$ cat src/rtl/acc_pkg.sv
// Shared types and helpers for the sequential matrix-multiply accelerator.
// Holds the FSM state type, the accumulator width rule and the output clamp/wrap.
package acc_pkg;

    typedef enum logic [1:0] {
        IDLE,
        RUN,
        DONE
    } acc_state_e;

    function automatic int acc_width(input int dat, input int n);
        return 2 * dat + $clog2(n) + 1;
    endfunction

    // Values are carried as 64 bits; callers keep the low out_size bits.
    function automatic logic [63:0] sat_trunc(
        input logic [63:0] value,
        input int          out_size,
        input bit          saturate
    );
        logic [63:0] lim;
        lim = (64'd1 << out_size) - 64'd1;
        if (saturate && (value > lim)) begin
            return lim;
        end
        return value & lim;
    endfunction

endpackage

$ cat src/rtl/acc_mac_lane.sv
// One multiply-accumulate lane with a registered accumulator.
// acc_o is the next accumulator value, so write-back sees the final sum.
module acc_mac_lane
    import acc_pkg::*;
#(
    parameter int DW = 8,
    parameter int AW = acc_width(DW, 2)
) (
    input  logic          clk,
    input  logic          rst_n,
    input  logic          en_i,
    input  logic          clr_i,
    input  logic [DW-1:0] a_i,
    input  logic [DW-1:0] b_i,
    output logic [AW-1:0] acc_o
);

    logic [AW-1:0] acc_q;
    logic [AW-1:0] acc_d;

    always_comb begin
        acc_d = acc_q;
        if (en_i) begin
            acc_d = acc_q + AW'(a_i) * AW'(b_i);
        end
    end

    assign acc_o = acc_d;

    always_ff @(posedge clk or negedge rst_n) begin
        if (!rst_n) begin
            acc_q <= '0;
        end else if (clr_i) begin
            acc_q <= '0;
        end else begin
            acc_q <= acc_d;
        end
    end

endmodule

$ cat src/rtl/matmul_acc_seq.sv
// Sequential N x N matrix multiply / multiply-accumulate with LANES MAC lanes.
// Iterates row i, column group jb, then k; writes C on the last k of each group.
module matmul_acc_seq
    import acc_pkg::*;
#(
    parameter int DAT_SIZE = 8,
    parameter int MAT_SIZE = 2,
    parameter int OUT_SIZE = 8,
    parameter int LANES    = 1,
    parameter int SATURATE = 1
) (
    input  logic                                        clk,
    input  logic                                        rst_n,
    input  logic                                        start,
    input  logic                                        acc_mode,
    input  logic                                        clear,
    output logic                                        busy,
    output logic                                        done,
    input  logic [MAT_SIZE*MAT_SIZE-1:0][DAT_SIZE-1:0] acc_in_A,
    input  logic [MAT_SIZE*MAT_SIZE-1:0][DAT_SIZE-1:0] acc_in_B,
    output logic [MAT_SIZE*MAT_SIZE-1:0][OUT_SIZE-1:0] acc_out
);

    localparam int N   = MAT_SIZE;
    localparam int NN  = N * N;
    localparam int JBN = N / LANES;
    localparam int AW  = acc_width(DAT_SIZE, N);
    localparam int CW  = (N > 1) ? $clog2(N) : 1;
    localparam int BW  = (JBN > 1) ? $clog2(JBN) : 1;
    localparam int XW  = (NN > 1) ? $clog2(NN) : 1;

    acc_state_e                     state_q;
    logic                           busy_q;
    logic                           done_q;
    logic                           mode_q;
    logic [CW-1:0]                  i_q;
    logic [CW-1:0]                  k_q;
    logic [BW-1:0]                  jb_q;
    logic [NN-1:0][OUT_SIZE-1:0]    c_q;
    logic [NN-1:0][OUT_SIZE-1:0]    c_d;

    logic [DAT_SIZE-1:0]            a_el;
    logic [LANES-1:0][DAT_SIZE-1:0] b_el;
    logic [LANES-1:0][AW-1:0]       lane_acc;
    logic [LANES-1:0][XW-1:0]       wb_idx;
    logic                           run;
    logic                           k_last;
    logic                           last;

    assign run    = (state_q == RUN);
    assign k_last = (k_q == CW'(N - 1));
    assign last   = run && k_last && (i_q == CW'(N - 1))
                    && (jb_q == BW'(JBN - 1));

    always_comb begin
        a_el = acc_in_A[XW'(int'(i_q) * N + int'(k_q))];
        for (int l = 0; l < LANES; l++) begin
            b_el[l]   = acc_in_B[XW'(int'(k_q) * N + int'(jb_q) * LANES + l)];
            wb_idx[l] = XW'(int'(i_q) * N + int'(jb_q) * LANES + l);
        end
    end

    for (genvar l = 0; l < LANES; l++) begin : g_lane
        acc_mac_lane #(
            .DW (DAT_SIZE),
            .AW (AW)
        ) u_lane (
            .clk   (clk),
            .rst_n (rst_n),
            .en_i  (run),
            .clr_i (run && k_last),
            .a_i   (a_el),
            .b_i   (b_el[l]),
            .acc_o (lane_acc[l])
        );
    end

    // Clear beats start in IDLE; write-back adds old C only in accumulate mode.
    always_comb begin
        c_d = c_q;
        if ((state_q == IDLE) && clear) begin
            c_d = '0;
        end else if (run && k_last) begin
            for (int l = 0; l < LANES; l++) begin
                c_d[wb_idx[l]] = OUT_SIZE'(sat_trunc(
                    64'(lane_acc[l])
                    + (mode_q ? 64'(c_q[wb_idx[l]]) : 64'd0),
                    OUT_SIZE, SATURATE != 0));
            end
        end
    end

    always_ff @(posedge clk or negedge rst_n) begin
        if (!rst_n) begin
            state_q <= IDLE;
            busy_q  <= 1'b0;
            done_q  <= 1'b0;
            mode_q  <= 1'b0;
            i_q     <= '0;
            k_q     <= '0;
            jb_q    <= '0;
            c_q     <= '0;
        end else begin
            c_q    <= c_d;
            done_q <= 1'b0;
            unique case (state_q)
                IDLE: begin
                    if (start && !clear) begin
                        state_q <= RUN;
                        busy_q  <= 1'b1;
                        mode_q  <= acc_mode;
                        i_q     <= '0;
                        k_q     <= '0;
                        jb_q    <= '0;
                    end
                end
                RUN: begin
                    if (k_last) begin
                        k_q <= '0;
                        if (jb_q == BW'(JBN - 1)) begin
                            jb_q <= '0;
                            i_q  <= i_q + CW'(1);
                        end else begin
                            jb_q <= jb_q + BW'(1);
                        end
                    end else begin
                        k_q <= k_q + CW'(1);
                    end
                    if (last) begin
                        state_q <= DONE;
                        busy_q  <= 1'b0;
                        done_q  <= 1'b1;
                    end
                end
                DONE: begin
                    state_q <= IDLE;
                end
                default: begin
                    state_q <= IDLE;
                end
            endcase
        end
    end

    assign busy    = busy_q;
    assign done    = done_q;
    assign acc_out = c_q;

endmodule

$ cat config.mk
export PLATFORM = sky130hd
export DESIGN_NAME = matmul_acc_seq
export DESIGN_NICKNAME = d
export VERILOG_FILES = /design/src/rtl/acc_pkg.sv /design/src/rtl/acc_mac_lane.sv /design/src/rtl/matmul_acc_seq.sv
export SDC_FILE = /design/constraint.sdc
export NUM_CORES = 1
export LEC_CHECK = 0
export CELL_PAD_IN_SITES_DETAIL_PLACEMENT = 0
export CELL_PAD_IN_SITES_GLOBAL_PLACEMENT = 1
export CORE_MARGIN = 4
export CORE_UTILIZATION = 39
export CTS_BUF_LIST = sky130_fd_sc_hd__clkbuf_8
export DETAILED_ROUTE_END_ITERATION = 8
export PLACE_DENSITY = 0.86
export SETUP_SLACK_MARGIN = 0.02
export SLEW_MARGIN = 15
export SYNTH_ARGS = -nofsm -noshare
export SYNTH_HDL_FRONTEND = slang
export SYNTH_HIERARCHICAL = 1
export SYNTH_SLANG_ARGS = --single-unit
$ cat constraint.sdc
create_clock -name clk -period 6.5 [get_ports clk]
set_input_delay 1.625 -clock clk [delete_from_list [all_inputs] [get_ports clk]]
set_output_delay 1.625 -clock clk [all_outputs]
set_load 0.01 [all_outputs]
==> results.txt, run 1 <==
post-synthesis instance total -> 665
Synth top cells by count -> 106 x inv_1, 58 x dfrtp_1, 56 x and2_1
Skew-Pair Late Insertion Delay -> 0.36 ns
Netlist Area Pre-Place -> 6374 µm²
CP Buf/Inv Count -> 9
Final Critical Period -> 7.132 ns
GR peak layer -> met2
Post-synth EDFFs -> 0
main area contributors after synthesis -> dfrtp_1 23%, fa_1 16%, ha_1 9.4%
crit path launch type -> input port
I/O Pins -> 103
share of the synthesized area in the top cell type -> 22.77%
Overall Global Routing Usage -> 22.36%
clock net sink count -> 58
top-count cell post-synth -> inv_1
Netlist cell types -> 67
sequential area share after synthesis -> 22.77%
total grt overflow -> 0
final wirelength -> 20.46 mm
Starting DRT DRC Count -> 432
Filler Cell Count -> 1262
critical path class -> input port to flip-flop
Worst EP required -> 6.70 ns
crit path max fanout -> 8
fin. max-slew vios -> 0
GRT met2 Usage -> 40.29%
routed len/inst -> 18.52 µm
Reg2Reg Depth -> 26
port bufs -> 102
final setup vio count -> 32
RSZ-0062 raised after global routing -> yes
ys async rst share -> 100.0%
Avg Inst Size Synth -> 9.584 µm²
core area -> 15940 µm²
failing checks -> negative setup slack
Hold Path Stages -> 2
placement row count -> 46
Die Wd -> 135.8 µm
nets -> 1052
Final GP Congestion -> 0.8724
status -> finished with violations
Post-DP HPWL -> 14.44 mm
vias in the first global route -> 6605
Mapped Nets -> 833
share of cells above drive strength 1 -> 43.87%
Reg clk slew, reported paths -> 0.08 ns
Worst-Margin Slew -> 1.064 ns
dominant synthesized flop cell -> dfrtp_1
Cell Area, Placed -> 8369 µm²
largest net degree at the start of global routing -> 59
Stages on worst setup path -> 26
Design Area, Final -> 9684 µm²
met3 GRT Util -> 3.664%
TritonCTS Buffers -> 9
H-tree Lvls -> 3
HP Class -> flip-flop to flip-flop
# DRC -> 0
Root Buffer Master -> clkbuf_8
area grow syn2layout -> 51.94%
Rel. slew slack -> 28.93%
Final period util -> 109.7%
count of final hold-check violations -> 0
vias per cell -> 5.376
max incr delay on CP -> 0.58 ns
synth warn -> 6
highest-delay cell along the critical path -> mux4_2
WP data arrival -> 7.33 ns
critical path endpoint category -> flip-flop
CP top delay family -> adder cells
First-pass DRT Iterations -> 5
worst setup margin -> -0.6323 ns
antenna viol nets, final -> 0
first-pass GRT wire length -> 32.93 mm
full die area -> 18450 µm²
fmax -> 0.1402 GHz
max-cap viol count -> 0
antenna violations before repair -> 2
Worst Skew -> 0.02153 ns
hold_buf cts -> 0
Initial Util -> 39.98%
register bit total from synthesis -> 58
grt met1 use -> 27.41%
# diodes -> 0
CTS max path bufs -> 2
Vert. Die Dim -> 135.8 µm
CTS tree -> done
total number of vias -> 5940
Synth area leader -> dfrtp_1
worst register-to-register path: cells and delay by family (launching register included):
family / cells / cell delay (ns)
flip-flops: 1 / 0.39
AND/OR/NAND/NOR: 3 / 0.54
buffers and inverters: 9 / 1.20
AO/OA/AOI/OAI: 6 / 0.98
adder cells (fa/ha/maj): 6 / 2.38
multiplexers: 2 / 0.76
worst paths after layout:
check                                        start  slack [ns]                             endpoint
worst min register to register    busy$_DFFE_PN0P_        0.50                     busy$_DFFE_PN0P_
worst min-delay path              busy$_DFFE_PN0P_        0.50                     busy$_DFFE_PN0P_
worst max-delay path                  acc_in_A[28]       -0.63              acc_out[11]$_DFFE_PN0P_
min in group asynchronous                    rst_n        1.41              acc_out[15]$_DFFE_PN0P_
worst max register to register  k_last$_DFFE_PN0P_        0.11              acc_out[11]$_DFFE_PN0P_
max in group asynchronous                    rst_n        4.57  g_lane[0].u_lane/acc_q[1]$_DFF_PN0_
cells in the final DEF, fill, tap and decap left out, types with 4 or more instances in the layout:
| master | netlist | final |
|---|---|---|
| buf_4 | 1 | 101 |
| inv_1 | 106 | 93 |
| dfrtp_1 | 58 | 58 |
| fa_1 | 51 | 46 |
| a21oi_1 | 55 | 45 |
| and2_1 | 56 | 43 |
| clkdlybuf4s50_1 | 0 | 37 |
| buf_6 | 3 | 35 |
| nand2_1 | 55 | 34 |
| ha_1 | 48 | 34 |
| buf_2 | 4 | 33 |
| a41oi_2 | 0 | 31 |
| mux4_2 | 23 | 23 |
| nor2_1 | 19 | 17 |
| inv_2 | 1 | 14 |
| ha_4 | 0 | 14 |
| nand2_2 | 1 | 14 |
| and2_4 | 0 | 13 |
| clkdlybuf4s15_1 | 0 | 13 |
| nand2b_1 | 10 | 10 |
| clkbuf_8 | 0 | 10 |
| nand2_4 | 1 | 9 |
| a21o_1 | 8 | 8 |
| xor2_1 | 8 | 8 |
| clkbuf_2 | 0 | 8 |
| nand3_1 | 7 | 7 |
| o21ai_0 | 9 | 7 |
| mux2_2 | 6 | 6 |
| xnor2_1 | 7 | 6 |
| a21oi_2 | 0 | 5 |
| a21oi_4 | 0 | 5 |
| fa_2 | 0 | 5 |
| buf_12 | 0 | 5 |
| a211oi_2 | 2 | 4 |
| o21ai_2 | 1 | 4 |
| o21ai_4 | 1 | 4 |
flip-flops by register name, indices dropped and copies added (netlist names):
signal and cells:
jb_q 1, k_last 1, g_lane.u_lane/acc_q 18, i_q 1, acc_out 32, mode_q 1
state_q 2, busy 1, done 1
cell families (layout without fill, tap and decap cells):
group                      count (synthesis)  after routing  synth area share (%)
DFF                                       58             58                 22.77
AOI/OAI and AO/OA                        142            142                 16.02
buffers and inverters                    138            362                 8.618
xor gates and xnor gates                  15             15                 2.061
muxes                                     37             37                 10.50
adders and majority gates                 99             99                 25.44
and+or+nand+nor                          176            176                 14.59
routing by layer:
layer	vias up	routed length [µm]
met5	-	20
met4	4	375
met3	36	1058
met2	205	10760
met1	2966	8244
li1	2729	-
timing repair:
action                                  in CTS  in global routing
endpoints found under the setup margin      33                 32
gates cloned                                 4                  2
buffers inserted                            32                 20
pin swaps                                   58                 68
hold endpoints to repair                     0                  0
gates resized for setup                    283                 61
layout make-up:
| class | instances | area, µm² | area share, % |
|---|---|---|---|
| Clock inverter | 6 | 90.09 | 0.9302 |
| Multi-Input combinational cell | 469 | 5228 | 53.98 |
| Inverter | 108 | 405.4 | 4.186 |
| Clock buffer | 10 | 137.6 | 1.421 |
| Tap cell | 216 | 270.3 | 2.791 |
| Timing Repair Buffer | 238 | 2102 | 21.71 |
| Sequential cell | 58 | 1451 | 14.99 |
per-stage QoR:
stage	setup slack, ns	utilization (%)	hold WS [ns]	instances	TNS [ns]
after detailed placement	-1.389	52.50	0.4867	1033	-45.02
final	-0.6323	60.74	0.5014	1105	-19.18
after global routing	-0.8028	60.74	0.5447	1105	-24.88
after global placement	-1.301	52.50	0.4870	1033	-42.13
after CTS	-0.5549	58.10	0.5080	1085	-17.10
after floorplan	-0.4160	-	0.5351	665	-12.65
Power of run 1 is not shown: default switching activity piles up to over one toggle a cycle in this logic, so the estimate is an artifact.
==> run 2: changes to the inputs <==
--- a/config.mk
+++ b/config.mk
@@ -7,13 +7,12 @@
 export LEC_CHECK = 0
 export CELL_PAD_IN_SITES_DETAIL_PLACEMENT = 0
 export CELL_PAD_IN_SITES_GLOBAL_PLACEMENT = 1
-export CORE_MARGIN = 4
 export CORE_UTILIZATION = 39
 export CTS_BUF_LIST = sky130_fd_sc_hd__clkbuf_8
 export DETAILED_ROUTE_END_ITERATION = 8
 export PLACE_DENSITY = 0.86
 export SETUP_SLACK_MARGIN = 0.02
-export SLEW_MARGIN = 15
+export SLEW_MARGIN = 20
 export SYNTH_ARGS = -nofsm -noshare
 export SYNTH_HDL_FRONTEND = slang
 export SYNTH_HIERARCHICAL = 1
==> run 2 against run 1 <==
First-iteration DRC count shrank 45%; utilization down 3.1 points; worst hold slack better by 0.0081 ns; worst setup slack worse by 0.048 ns; the run still ends with negative setup slack left; cell count down 4.1%; fmax down 0.66%; sequential cell count unchanged; die area shrank 8.6%; wire length decreased by 9.1%; largest cell class unchanged; critical path depth shrank 2; sequential share of layout area grew 0.80 points; clock-buffer cell count shrank 1.
==> results.txt, run 2 (same netlist as run 1, synthesis figures left out) <==
status -> finished with violations
failing checks -> negative setup slack
vias per cell -> 5.419 (+0.81%)
Vert. Die Dim -> 129.8 µm (-4.4%)
Worst Skew -> 0.006984 ns (-0.01455 ns)
commonest cells after routing, fill and taps aside -> 95 x inv_1, 77 x buf_4, 58 x dfrtp_1
Root Buffer Master -> clkbuf_8
CTS max path bufs -> 2 (unchanged)
clock net sink count -> 58 (unchanged)
placement row count -> 46 (unchanged)
DP Worst Slack -> -1.310 ns (+0.07942 ns)
CP Cell Sequence -> dlymetal6s2s_1, mux4_2, buf_6, and2_4, fa_1, fa_1, inv_1, fa_1, fa_1, inv_2, ha_4, nand4_1, a211oi_2, nor3_2, mux2_4, nand2_4, and4_4, nand2_4, nor4_4, nor3_4, a211oi_4, buf_6, buf_16, a41oi_1
Post-DP HPWL -> 13.85 mm (-4.1%)
antenna viol nets, final -> 0 (unchanged)
WP data arrival -> 7.38 ns (+0.05 ns)
Largest register FFs -> 32 (unchanged)
final setup vio count -> 32 (unchanged)
area grow syn2layout -> 44.29%
worst setup margin -> -0.6801 ns (-0.04771 ns)
core area -> 15940 µm² (unchanged)
fmax -> 0.1393 GHz (-0.66%)
Multi-input gate area -> 4980 µm² (-4.7%)
total grt overflow -> 0 (unchanged)
most frequent CP cell -> fa_1
count of final hold-check violations -> 0 (unchanged)
critical path class -> input port to flip-flop
nets -> 1007 (-4.3%)
port bufs -> 102 (unchanged)
Design Area, Final -> 9196 µm² (-5.0%)
Overall Global Routing Usage -> 22.86% (+0.50 points)
Rel. slew slack -> 31.35% (+2.4 points)
vias in the first global route -> 6138 (-7.1%)
Initial Util -> 39.98% (unchanged)
largest net degree at the start of global routing -> 59 (unchanged)
routed len/inst -> 17.55 µm (-5.2%)
hold_buf cts -> 0 (unchanged)
Skew-Pair Late Insertion Delay -> 0.35 ns (about the same)
# DRC -> 0 (unchanged)
commonest non-fill, non-tap cell in the layout -> inv_1
first-pass GRT wire length -> 30.04 mm (-8.8%)
DP Cell Count -> 1027 (-0.58%)
Starting DRT DRC Count -> 237 (-45%)
Filler Cell Count -> 1317 (+4.4%)
share of cells above drive strength 1 -> 33.81% (-10 points)
I/O Pins -> 103 (unchanged)
Worst EP required -> 6.70 ns (about the same)
crit path max fanout -> 16 (+8)
Final period util -> 110.5% (+0.73 points)
Final Critical Period -> 7.180 ns (+0.04770 ns)
Worst-Margin Slew -> 1.027 ns (-0.03617 ns)
critical path endpoint category -> flip-flop
CP top delay family -> adder cells
highest-delay cell along the critical path -> fa_1
CTS tree -> done
RSZ-0062 raised after global routing -> yes
Sequential Area -> 1451 µm² (unchanged)
First-pass DRT Iterations -> 5 (unchanged)
crit path launch type -> input port
CP Buf/Inv Count -> 6 (-3)
antenna violations before repair -> 2 (unchanged)
total number of vias -> 5744 (-3.3%)
Non-Filler Instances -> 1060 (-4.1%)
Final GP Congestion -> 0.9554 (+9.5%)
max incr delay on CP -> 0.58 ns (about the same)
Cell Area, Placed -> 8324 µm² (-0.54%)
max-cap viol count -> 0 (unchanged)
fin. max-slew vios -> 0 (unchanged)
Reg clk slew, reported paths -> 0.07 ns (about the same)
Die Wd -> 129.8 µm (-4.4%)
HP Class -> flip-flop to flip-flop
full die area -> 16860 µm² (-8.6%)
final wirelength -> 18.61 mm (-9.1%)
WHS -> 0.5095 ns (+0.008131 ns)
H-tree Lvls -> 3 (unchanged)
TritonCTS Buffers -> 9 (unchanged)
-- run 2: repair_timing --
| action | in CTS | in global routing |
|---|---|---|
| endpoints found under the setup margin | 33 | 33 |
| pin swaps | 11 | 33 |
| buffers inserted | 9 | 6 |
| resized for setup | 29 | 150 |
| cloned | 1 | 1 |
-- run 2: cell type report --
type,count,area share (%)
Clock buffer,9,1.347
Antenna cell,1,0.02721
Clock inverter,6,1.415
Tap cell,216,2.939
Timing Repair Buffer,193,19.93
Sequential cell,58,15.78
Multi-Input combinational cell,469,54.15
Inverter,108,4.408
-- run 2: path summary, 6_finish.rpt --
check                                       from                             endpoint  slack (ns)  depth (start not counted)
worst max-delay path                acc_in_A[28]               acc_out[4]$_DFFE_PN0P_       -0.68                         24
worst min-delay path            busy$_DFFE_PN0P_                     busy$_DFFE_PN0P_        0.51                          2
worst max register to register  jb_q$_DFFE_PN0P_               acc_out[4]$_DFFE_PN0P_        0.10                         24
worst min register to register  busy$_DFFE_PN0P_                     busy$_DFFE_PN0P_        0.51                          2
max in group asynchronous                  rst_n  g_lane[0].u_lane/acc_q[0]$_DFF_PN0_        4.58                          2
min in group asynchronous                  rst_n              acc_out[23]$_DFFE_PN0P_        1.44                          2
-- run 2: metal layers --
metal,GRT usage (%),up-vias,part of all wire [%]
li1,-,2653,-
met1,28.71,2863,42
met4,8.071,2,2.0
met2,40.48,192,50
met3,2.788,34,5.2
met5,0,-,0.070
-- run 2: worst min-delay path: stages (launching register included) --
cell and delay [ns]:
dfrtp_1 0.35, nor2_1 0.05, nor2_1 0.07
-- run 2: stage by stage --
step | TNS [ns] | util [%]
6_report | -20.71 | 57.68
4_1_cts | -26.75 | 55.21
5_1_grt | -25.25 | 57.67
3_5_place_dp | -42.08 | 52.21
3_3_place_gp | -39.51 | 52.21
2_1_floorplan | -12.65 | -
Power of run 2 is left out for the same reason.
